==> config.mk <==
export PLATFORM = sky130hd
export DESIGN_NAME = clk_gate_ctrl
export DESIGN_NICKNAME = d
export VERILOG_FILES = /design/src/rtl/clk_gate_ctrl.sv
export SDC_FILE = /design/constraint.sdc
export NUM_CORES = 1
export LEC_CHECK = 0
export BUFFER_PORTS_ARGS = -buffer_cell sky130_fd_sc_hd__buf_2
export CORE_MARGIN = 2
export CORE_UTILIZATION = 30
export CTS_BUF_LIST = sky130_fd_sc_hd__clkbuf_4 sky130_fd_sc_hd__clkbuf_8
export CTS_CLUSTER_SIZE = 12
export DETAILED_ROUTE_END_ITERATION = 16
export GPL_ROUTABILITY_DRIVEN = 0
export SLEW_MARGIN = 30
export SYNTH_ARGS = -nofsm -noshare
export SYNTH_HDL_FRONTEND = slang
export SYNTH_SLANG_ARGS = --single-unit
==> constraint.sdc <==
create_clock -name clk_i -period 2 [get_ports clk_i]
set_input_delay 0.2 -clock clk_i [delete_from_list [all_inputs] [get_ports clk_i]]
set_output_delay 0.2 -clock clk_i [all_outputs]
set_load 0.05 [all_outputs]
==> src/rtl/clk_gate_ctrl.sv <==
`default_nettype none
// clk_gate_ctrl: registered, glitch-free CLK_EN generator for a clock-gated unit,
// with wake-up delay before ready, idle hold-off before gating, and test override.
module clk_gate_ctrl #(
   parameter int WAKE_CYCLES = 2,
   parameter int HOLD_CYCLES = 4,
   parameter int CNT_WIDTH   = 4
) (
   input  logic       clk_i,
   input  logic       rst_ni,
   input  logic       en_req_i,
   input  logic       unit_busy_i,
   input  logic       test_en_i,
   output logic       clk_en_o,
   output logic       unit_rdy_o,
   output logic [1:0] gate_state_o
);

   typedef enum logic [1:0] {
      IDLE   = 2'b00,
      WAKE   = 2'b01,
      ACTIVE = 2'b10,
      HOLD   = 2'b11
   } state_t;

   localparam logic [CNT_WIDTH-1:0] WAKE_LOAD =
      (WAKE_CYCLES > 0) ? CNT_WIDTH'(WAKE_CYCLES - 1) : {CNT_WIDTH{1'b0}};
   localparam logic [CNT_WIDTH-1:0] HOLD_LOAD =
      (HOLD_CYCLES > 0) ? CNT_WIDTH'(HOLD_CYCLES - 1) : {CNT_WIDTH{1'b0}};
   localparam logic [CNT_WIDTH-1:0] CNT_ONE = CNT_WIDTH'(1);

   state_t                state_q, state_d;
   logic [CNT_WIDTH-1:0]  cnt_q, cnt_d;
   logic                  clk_en_q;
   logic                  unit_rdy_q;

   always_comb begin
      state_d = state_q;
      cnt_d   = cnt_q;
      case (state_q)
         IDLE: begin
            if (en_req_i) begin
               if (WAKE_CYCLES > 0) begin
                  state_d = WAKE;
                  cnt_d   = WAKE_LOAD;
               end else begin
                  state_d = ACTIVE;
               end
            end
         end
         WAKE: begin
            // Wake always runs to completion; a dropped request is handled from ACTIVE.
            if (cnt_q == '0) state_d = ACTIVE;
            else             cnt_d   = cnt_q - CNT_ONE;
         end
         ACTIVE: begin
            if (!en_req_i && !unit_busy_i) begin
               if (HOLD_CYCLES > 0) begin
                  state_d = HOLD;
                  cnt_d   = HOLD_LOAD;
               end else begin
                  state_d = IDLE;
               end
            end
         end
         HOLD: begin
            if (en_req_i || unit_busy_i) state_d = ACTIVE;
            else if (cnt_q == '0)        state_d = IDLE;
            else                         cnt_d   = cnt_q - CNT_ONE;
         end
         default: state_d = IDLE;
      endcase
   end

   // Outputs derive from the next state so they change in step with the state register.
   always_ff @(posedge clk_i or negedge rst_ni) begin
      if (!rst_ni) begin
         state_q    <= IDLE;
         cnt_q      <= '0;
         clk_en_q   <= 1'b0;
         unit_rdy_q <= 1'b0;
      end else begin
         state_q    <= state_d;
         cnt_q      <= cnt_d;
         clk_en_q   <= (state_d != IDLE) | test_en_i;
         unit_rdy_q <= (state_d == ACTIVE);
      end
   end

   assign clk_en_o     = clk_en_q;
   assign unit_rdy_o   = unit_rdy_q;
   assign gate_state_o = state_q;

endmodule
`default_nettype wire

==> metrics.txt <==
Worst EP required=2130 ps; cells on worst reg2reg path=5; Gate Count Post-Synth=39; worst r2r src=cnt_q[0]$_DFFE_PN0P_; Synthesis Warnings=0; post-CTS resize count=0; Pwr Density=1190 nW/um2; Critical Path Source=cnt_q[0]$_DFFE_PN0P_; Vias/cell=4.97; multi-input logic area=204 um2; initial antenna violation count=0; synthesized flop and latch total=8; largest net degree at the start of global routing=11; DRT Pass-1 Iters=2; post-layout minimum cycle time=1550 ps; Core ar.=1320 um2; Setup crit end=cnt_q[1]$_DFFE_PN0P_; Static Leak=0.217 nW; first-pass GRT wire length=1370 um; Synth Flop Type=dfrtp_1; syn nets=46; final setup fails=0; die width=41.7 um; vias post-DR=323; post-CTS setup buffer count=0; number of synthesized flops with an enable pin=0; CP Cell Sequence=inv_1, ha_1, and4bb_4, nor3_4, mux2_1; FF-to-FF End=cnt_q[1]$_DFFE_PN0P_; cell area after synthesis=427 um2; sequential area share after synthesis=roughly 47%; io pins=9; CTS tree=built; Yosys cell types=22; number of global-route vias before repair=309; delay-heaviest family, CP=simple AND/OR/NAND/NOR gates; WS Path Type=reg2reg; WHS=146 ps; Worst EP arrival=about 1700 ps; die area=around 1700 um2; Tcrit/Tclk final=77.5%; Die Y=41.7 um; Clk Latency, worst-skew pair=240 ps; Final Slew Violations=0; Slew HR=78.4%; Setup Skew=around 0.44 ps; Detailed Route WL=764 um; fraction of layout cells with a size suffix above 1=roughly 28%; total grt overflow=0; f_max=645 MHz; Worst setup SP type=flop; IO Port Bufs=8; reg2reg setup slack=450 ps; Initial Utilization=around 32%; RSZ-0062 raised after global routing=no; total clock buffers created by CTS=3; all-layer global routing usage=between 10% and 20%; peak supply drop=slightly below 0.5 mV; Filler Cell Count=135; Worst path depth=5; Final nets=slightly below 60; run status=completed; Wirelength per Cell=11.8 um; Clock Tree Buf Depth=2; Worst-path clk slew=50 ps; Mapped Avg Cell Area=10.9 um2; largest fanout on the critical path=5; Buffers & Inverters on Critical Path=1; row cnt=13; diode count=0; Hold Vio Cnt, Final=0; Fin Setup TNS=0 ps; pin slew with the least headroom to its limit=324 ps; root buffer cell=clkbuf_4; Hold Crit Class=in2reg; Reg area=200 um2; clock sink count=8; Iter 0 DRT Violations=1; slowest CP cell=dfrtp_1; H-Tree Depth=1; number of remaining DRC errors=0; maxcap violations=0; Final ANT Viol Nets=0; Async S/R FF share, synth=100%; Setup crit end kind=flop; Syn-to-layout area delta=18.8%; CP peak stage delay=370 ps
==> final cells by class <==
type	count	share of cell area, %
Sequential cell	8	39.5
Clock buffer	3	4.44
Tap cell	15	3.70
Multi-Input combinational cell	27	40.2
Inverter	3	2.22
Timing Repair Buffer	9	9.88
==> how the worst min path moves through the flow <==
| stage | start | end | slack [ps] | cells past startpoint |
|---|---|---|---|---|
| final | test_en_i | clk_en_o$_DFF_PN0_ | 150 | 2 |
| after global routing | test_en_i | clk_en_o$_DFF_PN0_ | 140 | 2 |
| after CTS | test_en_i | clk_en_o$_DFF_PN0_ | 140 | 2 |
| after detailed placement | rst_ni | cnt_q[1]$_DFFE_PN0P_ | 50 | 1 |
| after global placement | rst_ni | cnt_q[2]$_DFFE_PN0P_ | 60 | 1 |
| after floorplan | rst_ni | clk_en_o$_DFF_PN0_ | -100 | 0 |
==> metal layers <==
| layer | GRT usage (%) | wire length [um] | up-vias |
|---|---|---|---|
| li1 | - | - | 163 |
| met1 | 13.7 | 373 | 147 |
| met2 | 15.0 | 327 | 11 |
| met3 | 6.52 | 52 | 2 |
| met4 | 5.81 | 11 | 0 |
| met5 | 0 | 0 | - |
==> Yosys cell counts (2+ instances only) <==
| library cell | n | area share (%) |
|---|---|---|
| dfrtp_1 | 8 | 47 |
| inv_1 | 3 | 2.6 |
| nand3b_1 | 3 | 5.3 |
| nor2_1 | 3 | 2.6 |
| a21oi_1 | 2 | 2.3 |
| ha_1 | 2 | 5.9 |
| nand2_1 | 2 | 1.8 |
| o21ai_0 | 2 | 2.3 |
==> registers in the layout, indices dropped and copies added (netlist names) <==
register / count
gate_state_o: 2
cnt_q: 4
clk_en_o: 1
unit_rdy_o: 1
==> report_power, final <==
part	switching [mW]	total, mW	internal (mW)
registers	0.0557	0.269	0.213
clock network	0.0493	0.118	0.0683
logic	0.133	0.218	0.0844
total	0.238	0.604	0.366
==> through the flow <==
stage                     utilization (%)  cell area (um2)  power, mW  cells  setup WS [ps]
final                                38.5              507      0.604     65            451
after floorplan                         -              427      0.443     39            363
after CTS                            38.5              507      0.615     65            436
after detailed placement             36.0              474      0.492     61            449
after global placement               36.0              474      0.490     61            491
after global routing                 38.5              507      0.656     65            345
==> kinds of logic after synthesis <==
| logic type | count (synthesis) | synth area share, % |
|---|---|---|
| flops | 8 | 46.9 |
| simple gates | 15 | 25.5 |
| mux | 1 | 2.64 |
| buf+inv | 4 | 5.28 |
| fa+ha+maj | 2 | 5.86 |
| compound gates | 9 | 13.8 |
==> layout by cell type (no fill, tap or decap) <==
cell type      netlist  layout
a21oi_1              2       2
a31oi_1              1       1
and4bb_4             1       1
buf_2                0       8
clkbuf_4             0       3
dfrtp_1              8       8
dlygate4sd3_1        0       1
ha_1                 2       2
inv_1                3       3
mux2_1               1       1
nand2_1              2       2
nand3b_1             3       3
nor2_1               3       3
nor3_1               1       1
nor3_2               1       1
nor3_4               1       1
nor3b_1              1       1
o211ai_1             1       1
o21a_1               1       1
o21ai_0              2       2
o221ai_1             1       1
o22a_1               1       1
or2_1                1       1
or3_1                1       1
==> repair_timing <==
action	in CTS	in global routing
hold buffers	1	0
setup endpoints to repair	0	0
endpoints found under the hold margin	8	0
==> worst reg2reg max path: stages, from the launching register on <==
cell      delay (ps)
dfrtp_1          370
inv_1             70
ha_1             200
and4bb_4         220
nor3_4           230
mux2_1           340
No activity file was read; power rests on OpenSTA's default activity.
